`src/rtl/frame_irq_scheduler_if.sv`:
```
//----------------------------------------------------------------------------
// Module : frame_irq_scheduler_if
// Brief  : Observed Avalon-ST video beat signals plus the processing gate.
// Rev    : 1.0 - initial release
//----------------------------------------------------------------------------
`default_nettype none

interface frame_irq_scheduler_if;
  logic vid_valid;
  logic vid_ready;
  logic vid_sop;
  logic vid_eop;
  logic gate_open;

  modport master (
    output vid_valid,
    output vid_ready,
    output vid_sop,
    output vid_eop,
    input  gate_open
  );

  modport slave (
    input  vid_valid,
    input  vid_ready,
    input  vid_sop,
    input  vid_eop,
    output gate_open
  );
endinterface

`default_nettype wire

```
`src/rtl/frame_irq_scheduler.sv`:
```
//----------------------------------------------------------------------------
// Module : frame_irq_scheduler
// Brief  : Gates whole decimated video frames and raises a status interrupt.
// Rev    : 1.0 - initial release
//----------------------------------------------------------------------------
`default_nettype none

module frame_irq_scheduler #(
  parameter int DECIM_W        = 4,
  parameter int TIMEOUT_CYCLES = 5000000
) (
  input  logic                 clk,
  input  logic                 reset,
  frame_irq_scheduler_if.slave vid,
  input  logic                 enable,
  input  logic [DECIM_W-1:0]   decim,
  input  logic                 irq_ack,
  output logic                 irq,
  output logic [1:0]           status,
  output logic [15:0]          frame_count,
  output logic                 busy
);

  localparam int              c_cnt_w   = 24;
  localparam logic [c_cnt_w-1:0] c_timeout = 24'(TIMEOUT_CYCLES);

  typedef enum logic [1:0] {
    ST_IDLE     = 2'd0,
    ST_WAIT_SOP = 2'd1,
    ST_ACTIVE   = 2'd2,
    ST_SKIP     = 2'd3
  } state_t;

  state_t               r_state;
  state_t               w_state_nxt;
  logic [DECIM_W-1:0]   r_skip_cnt;
  logic [DECIM_W-1:0]   w_skip_nxt;
  logic [c_cnt_w-1:0]   r_idle_cnt;
  logic                 r_irq;
  logic [1:0]           r_status;
  logic [15:0]          r_frame_count;

  logic w_beat;
  logic w_sop_beat;
  logic w_eop_beat;
  logic w_in_frame;
  logic w_timeout;
  logic w_done;
  logic w_error;
  logic w_gate;

  assign w_beat     = vid.vid_valid & vid.vid_ready;
  assign w_sop_beat = w_beat & vid.vid_sop;
  assign w_eop_beat = w_beat & vid.vid_eop;
  assign w_in_frame = (r_state == ST_ACTIVE) || (r_state == ST_SKIP);
  assign w_timeout  = w_in_frame && (r_idle_cnt == c_timeout);

  always_comb begin
    w_state_nxt = r_state;
    w_skip_nxt  = r_skip_cnt;
    w_done      = 1'b0;
    w_error     = 1'b0;
    w_gate      = 1'b0;
    case (r_state)
      ST_IDLE: begin
        w_skip_nxt = '0;
        if (enable) w_state_nxt = ST_WAIT_SOP;
      end
      ST_WAIT_SOP: begin
        if (!enable) begin
          w_state_nxt = ST_IDLE;
        end else if (w_sop_beat) begin
          if (r_skip_cnt == '0) begin
            w_gate     = 1'b1;
            w_skip_nxt = decim;
            // A sop+eop beat is a complete one-beat frame; stay here.
            if (w_eop_beat) w_done = 1'b1;
            else            w_state_nxt = ST_ACTIVE;
          end else begin
            w_skip_nxt = r_skip_cnt - DECIM_W'(1);
            if (!w_eop_beat) w_state_nxt = ST_SKIP;
          end
        end
      end
      ST_ACTIVE: begin
        w_gate = !w_sop_beat;
        if (w_timeout) begin
          w_error     = 1'b1;
          w_state_nxt = enable ? ST_WAIT_SOP : ST_IDLE;
        end else if (w_sop_beat) begin
          w_error     = 1'b1;
          w_state_nxt = ST_WAIT_SOP;
        end else if (w_eop_beat) begin
          w_done      = 1'b1;
          w_state_nxt = enable ? ST_WAIT_SOP : ST_IDLE;
        end
      end
      ST_SKIP: begin
        if (w_timeout) begin
          w_error     = 1'b1;
          w_state_nxt = enable ? ST_WAIT_SOP : ST_IDLE;
        end else if (w_sop_beat) begin
          w_error     = 1'b1;
          w_state_nxt = ST_WAIT_SOP;
        end else if (w_eop_beat) begin
          w_state_nxt = enable ? ST_WAIT_SOP : ST_IDLE;
        end
      end
      default: w_state_nxt = ST_IDLE;
    endcase
  end

  always_ff @(posedge clk) begin
    if (reset) begin
      r_state       <= ST_IDLE;
      r_skip_cnt    <= '0;
      r_idle_cnt    <= '0;
      r_irq         <= 1'b0;
      r_status      <= 2'b00;
      r_frame_count <= 16'd0;
    end else begin
      r_state    <= w_state_nxt;
      r_skip_cnt <= w_skip_nxt;

      if (w_in_frame && !w_beat && !w_timeout) r_idle_cnt <= r_idle_cnt + 24'd1;
      else                                     r_idle_cnt <= '0;

      if (w_done) r_frame_count <= r_frame_count + 16'd1;

      // A new event outranks a same-cycle ack: status restarts from that event.
      if (w_done || w_error) begin
        r_irq <= 1'b1;
        if (irq_ack) r_status <= {w_error, w_done};
        else         r_status <= {r_status[1] | w_error | (w_done & r_irq),
                                  r_status[0] | w_done};
      end else if (irq_ack) begin
        r_irq    <= 1'b0;
        r_status <= 2'b00;
      end
    end
  end

  assign vid.gate_open = w_gate;
  assign irq           = r_irq;
  assign status        = r_status;
  assign frame_count   = r_frame_count;
  assign busy          = (r_state != ST_IDLE);

endmodule

`default_nettype wire

```
`src/flat_wrapper.sv`:
```
// flat-port wrapper written by rule: the top's interface ports become plain ports
module frame_irq_scheduler_flat 
#(
  parameter int DECIM_W        = 4,
  parameter int TIMEOUT_CYCLES = 5000000
)
  (clk, reset, enable, decim, irq_ack, irq, status, frame_count, busy, vid_vid_valid, vid_vid_ready, vid_vid_sop, vid_vid_eop, vid_gate_open);
  frame_irq_scheduler_if vid_i ();
  input  logic clk;
  input  logic reset;
  input  logic enable;
  input  logic [DECIM_W-1:0] decim;
  input  logic irq_ack;
  output logic irq;
  output logic [1:0] status;
  output logic [15:0] frame_count;
  output logic busy;
  input wire logic [$bits(vid_i.vid_valid)-1:0] vid_vid_valid;
  input wire logic [$bits(vid_i.vid_ready)-1:0] vid_vid_ready;
  input wire logic [$bits(vid_i.vid_sop)-1:0] vid_vid_sop;
  input wire logic [$bits(vid_i.vid_eop)-1:0] vid_vid_eop;
  output wire logic [$bits(vid_i.gate_open)-1:0] vid_gate_open;
  assign vid_i.vid_valid = vid_vid_valid;
  assign vid_i.vid_ready = vid_vid_ready;
  assign vid_i.vid_sop = vid_vid_sop;
  assign vid_i.vid_eop = vid_vid_eop;
  assign vid_gate_open = vid_i.gate_open;
  frame_irq_scheduler #(.DECIM_W(DECIM_W), .TIMEOUT_CYCLES(TIMEOUT_CYCLES)) u_core (.clk(clk), .reset(reset), .vid(vid_i), .enable(enable), .decim(decim), .irq_ack(irq_ack), .irq(irq), .status(status), .frame_count(frame_count), .busy(busy));
endmodule
```
`config.mk`:
```
export PLATFORM = sky130hd
export DESIGN_NAME = frame_irq_scheduler_flat
export DESIGN_NICKNAME = d
export VERILOG_FILES = /design/src/rtl/frame_irq_scheduler_if.sv /design/src/rtl/frame_irq_scheduler.sv /design/src/flat_wrapper.sv
export SDC_FILE = /design/constraint.sdc
export NUM_CORES = 1
export LEC_CHECK = 0
export BUFFER_PORTS_ARGS = -buffer_cell sky130_fd_sc_hd__buf_2
export CAP_MARGIN = 15
export CORE_MARGIN = 5
export CORE_UTILIZATION = 45
export CTS_CLUSTER_SIZE = 25
export DETAILED_ROUTE_END_ITERATION = 10
export SETUP_SLACK_MARGIN = 0.02
export SLEW_MARGIN = 20
export SYNTH_ARGS = -nofsm -noshare
export SYNTH_HDL_FRONTEND = slang
export SYNTH_SLANG_ARGS = --single-unit
```
`constraint.sdc`:
```
create_clock -name clk -period 2.9 [get_ports clk]
set_clock_uncertainty 0.1 [all_clocks]
set_input_delay 0.435 -clock clk [delete_from_list [all_inputs] [get_ports clk]]
set_output_delay 0.435 -clock clk [all_outputs]
set_load 0.1 [all_outputs]
```
# Word level (Yosys, flattened, before mapping)
# Cells that the tools add are included.
[totals] wordCells=78 regBits=49 input_bits=12 out_inout_bits=21
[classes] n_addsub=3 n_reduce_logical=17 bitwise_logic=8 mux=34 n_eq_ne=10
[op_table] cell="$add A24 B1 Y24 const B" n=1
[op_table] cell="$eq A24 B23 Y1 const B" n=1
[op_table] cell="$mux W2" n=12
[op_table] cell="$add A16 B1 Y16 const B" n=1
[op_table] cell="$mux W1" n=15
[op_table] cell="$mux W4" n=3
[op_table] cell="$pmux W4 S2" n=1
[op_table] cell="$pmux W2 S3" n=1
[op_table] cell="$reduce_bool A2 Y1" n=3
[op_table] cell="$and A1 B1 Y1" n=4
[op_table] cell="$eq A2 B2 Y1 const B" n=2
[op_table] cell="$logic_not A4 Y1" n=1
[op_table] cell="$ne A2 B2 Y1 const B" n=2
[op_table] cell="$ne A4 B1 Y1 const B" n=1
[op_table] cell="$pmux W1 S2" n=2
[op_table] cell="$reduce_and A4 Y1" n=1
[op_table] cell="$reduce_or A2 Y1" n=2
[op_table] cell="$sub A4 B1 Y4 const B" n=1
[op_table] cell="$logic_and A1 B1 Y1" n=3
[op_table] cell="$logic_not A1 Y1" n=3
[op_table] cell="$ne A3 B2 Y1 const B" n=1
[op_table] cell="$ne A3 B3 Y1 const B" n=1
[op_table] cell="$or A1 B1 Y1" n=3
[op_table] cell="$reduce_and A3 Y1" n=1
[op_table] cell="5 further kinds" n=6

# Depth between registers and ports, before layout
[logic_depth] depth_word=11 ltp_mapped=9 mapped_depth_nobuf=7

# Worst setup path before layout
# OpenSTA, ideal clock, no wires.
[synth_timing] path_type="register to register" startpoint="register u_core.r_frame_count[2] (netlist: u_core.frame_count[2])" endpoint="register u_core.r_frame_count[13] (netlist: u_core.frame_count[13])" setup_slack_ns=0.432 path_stages_with_launch=6 required_ns=2.679 setup_time_ns=0.121 t_arrival_ns=2.247 n_path_buf=0 cell_sequence="dfxtp_1 -> nand3_1 -> nor3_1 -> o311ai_4 -> nor3_1 -> mux2_2"
[synth_between] elab_chain_len=1
[synth_rtl] element="from (decl)" line_no="frame_irq_scheduler.sv:41" text="logic [15:0] r_frame_count;"
[synth_rtl] element="from (signal assigned)" line_no="frame_irq_scheduler.sv:128" text="if (w_done) r_frame_count <= r_frame_count + 16'd1;"
[synth_rtl] element="$add A16 B1 Y16" line_no="frame_irq_scheduler.sv:128"
# No other way between the ends.
# A chain may end at the register's enable or synchronous reset.

# Final worst setup path
[layout_timing] startpoint="register u_core.r_skip_cnt[0]" endpoint="output vid_gate_open"
[layout_between] elab_chain_len=5
[layout_rtl] element="from (decl)" line_no="frame_irq_scheduler.sv:36" text="logic [DECIM_W-1:0] r_skip_cnt;"
[layout_rtl] element="from (signal assigned)" line_no="frame_irq_scheduler.sv:123" text="r_skip_cnt <= w_skip_nxt;"
[layout_rtl] element="$logic_not A4 Y1" line_no="frame_irq_scheduler.sv:73" text="if (r_skip_cnt == '0) begin"
[layout_rtl] element="$mux W1" line_no="frame_irq_scheduler.sv:73"
[layout_rtl] element="$mux W1" line_no="frame_irq_scheduler.sv:72" text="end else if (w_sop_beat) begin"
[layout_rtl] element="$mux W1" line_no="frame_irq_scheduler.sv:70" text="if (!enable) begin"
[layout_rtl] element="$pmux W1 S2" line_no="frame_irq_scheduler.sv:64" text="case (r_state)"
[layout_rtl] element="to (decl)" line_no="flat_wrapper.sv:22" text="output wire logic [$bits(vid_i.gate_open)-1:0] vid_gate_open;"
# No other way between the ends.

==> flow_summary.toml <==
[final_layout]
final_common_cell = "dfxtp_1"
multi_input_area_mm2 = 0.00152
diodes = 0
num-fill-cells = 604
final_cell_mix = "dfxtp_1 (49), nor2_1 (41), buf_2 (31)"
seq_area_um2 = 981
area_growth_syn_to_layout_pct = 11.3
finish.net_count = 362
instances_no_fill = 418
layout-drive-gt1-share_pct = 18.4

[floorplan]
dieArea_mm2 = 0.00752
die_w_um = 86.7
row_count = 28
start_util_pct = 45.5
io_pins = 33
die_h_um = 86.7
coreArea_mm2 = 0.00582

[worst_setup_path]
r2r-start = "u_core.r_skip_cnt[0]$_SDFFE_PP0P_"
crit_chain = "inv_1 > ha_1 > or3b_4 > o32ai_4 > and2_2 > buf_12"
cp_max_fo = 7
ff2ff_path_depth = 7
crit_slowest_cell = "or3b_4"
worst-setup-path-type = "flip-flop to primary output"
crit_path_start = "u_core.r_skip_cnt[0]$_SDFFE_PP0P_"
start_kind = "flip-flop"
cp_data_arrival_time_ns = 2.17
endpoint_kind = "primary output"
required_ns = 2.37
cpPeakStageDelay_ns = 0.46

[logic_synthesis]
synth_seq_cells = 49
ys_warn_count = 0
synthXorXnorAreaFrac_pct = 7.61
syn_avg_cell_area_um2 = 8.54
synth-edff-count = 0
async_flop_share_pct = 0
synthAdderAreaFrac_pct = 3.78
synth.area.top_cells = "dfxtp_1 (37%), xor2_1 (6.3%), nor2_1 (5.8%), nand3_1 (4.2%), ha_1 (3.8%)"
syn_inst = 310
synth_cell_types = 43
synth_top_area_share_pct = 37.0
ys_seq_area_share_pct = 37.0
synth-simple-area-share_pct = 32.6
synthMuxAreaShare_pct = 2.55
synth_area_mm2 = 0.00265
synth_top_family_by_area = "simple AND/OR/NAND/NOR gates"
synth_compound_area_share_pct = 10.9
synth_nets = 330
ys.flop_type = "dfxtp_1"
synth_top_area_cell = "dfxtp_1"

[pwr]
finalPower_mw = 1.17
powerDensity_mw_per_mm2 = 397
ir_worst_vdd_mv = 0.223
p_leak_nw = 1.07

[sta]
holdWs_ns = 0.320
fin_ws_ns = 0.192
finalHoldViolCount = 0
max_clock_freq_mhz = 369
max_slew.worst_pin.slew_ns = 0.627
final.setup.tns_ns = 0
rsz0062_at_grt = "false"
finalSetupViolCount = 0
drv_slew = 0
slew_headroom_pct = 58.2
finalCritPeriodShare_pct = 93.4
fin_crit_ns = 2.71

[min_path]
worst_hold_path.num_cells = 3
hold_path.class = "input port to flip-flop"
min_from = "irq_ack"

[routing]
vias = 2223
vias_per_cell = 5.32
post-route-drc-count = 0
wire_per_inst_um = 12.9
drt_pre_antenna_iters = 4
wl_um = 5410
drt_iter0_markers = 94
drtAntennaViolNets = 0

[placed_design]
dpl.cell_count = 410
pre_cts_ws_ns = 0.357
numPortBuffers = 32
routabilityCongestion = 0.805
dp_hpwl_um = 3890

[clock_tree]
max-clock-path-buffers = 2
htreeDepth = 2
root_buffer = "clkbuf_8"
clock-sinks = 49
clk_latency_ns = 0.31
clkTransAtPathRegs_ns = 0.11
tritoncts = "yes"
cts-buffers-inserted = 5

[global_routing]
grt_pass1_vias = 2094
grtUsageTotal_pct = 15.0
antenna_found_initial = 0
grt_max_degree = 37
grt_use_met1_pct = 18.6
grt_pass1_wl_um = 9250
grtUsageMet3_pct = 2.95
top_usage_layer = "met2"
gr-total-overflow = 0
use_met2_pct = 26.2

[outcome]
status = "complete, no violations"

[run]
drv_cap = 0
[worst max-delay path: cells and delay by family (launching register included)]
kind / cells / cell delay (ns)
flops: 1 / 0.38
buf+inv: 2 / 0.24
simple gates: 2 / 0.70
fa+ha+maj: 1 / 0.20
compound gates: 1 / 0.33
[synthesized netlist by cell type, drive strengths merged (8+ instances only)]
cell   count
inv       16
nand3     23
nor2b      9
xor2      19
nor3      11
or4        8
nand2     19
ha         8
o21ai     11
nand4     12
nor2      41
dfxtp     49
a21oi     14
[state kept, by name, indices dropped and copies added, names as in the netlist]
name,count
u_core.irq,1
u_core.status,2
u_core.r_idle_cnt,24
u_core.r_state,2
u_core.frame_count,16
u_core.r_skip_cnt,4
[cells by family (layout without fill, tap and decap cells)]
family,after synthesis,after routing
AOI/OAI and AO/OA,41,41
xor gates and xnor gates,23,23
buffers and inverters,27,60
muxes,6,6
and+or+nand+nor,156,156
adders and majority gates,8,8
DFF,49,49
[layer usage]
layer / wire, um / up-vias
li1: - / 1153
met1: 2530 / 1038
met2: 2630 / 25
met3: 181 / 7
met4: 65 / 0
met5: 0 / -
[area by class of cell]
type	count	share of cell area (%)
well taps	75	3.18
clock inverters	3	0.594
inverters	16	2.04
flip-flops and latches	49	33.3
clock buffers	5	2.33
multi-input cells	234	51.6
repair buffers	36	6.96
[power by group]
| group | internal, mW | switching (mW) |
|---|---|---|
| registers | 0.675 | 0.00225 |
| logic | 0.0253 | 0.0591 |
| clock network | 0.167 | 0.241 |
| total | 0.867 | 0.302 |
[per-stage QoR]
stage	utilization, %	cell area (um2)
3_5_place_dp	49.2	2860
2_1_floorplan	-	2650
4_1_cts	50.7	2950
6_report	50.7	2950
5_1_grt	50.7	2950
3_3_place_gp	49.2	2860
[path summary, 6_finish.rpt]
kind,to,slack [ns]
worst min-delay path,u_core.status[0]$_SDFFE_PP0P_,0.32
worst max register to register,u_core.frame_count[4]$_SDFFE_PP0P_,0.40
worst min register to register,u_core.status[0]$_SDFFE_PP0P_,0.39
worst max-delay path,vid_gate_open,0.19
[timing repair]
action | in CTS | in global routing
buffers inserted | 0 | 0
hold buffers | 0 | 0
resized for setup | 0 | 1
endpoints found under the setup margin | 0 | 1
No activity file was read; power rests on OpenSTA's default activity.
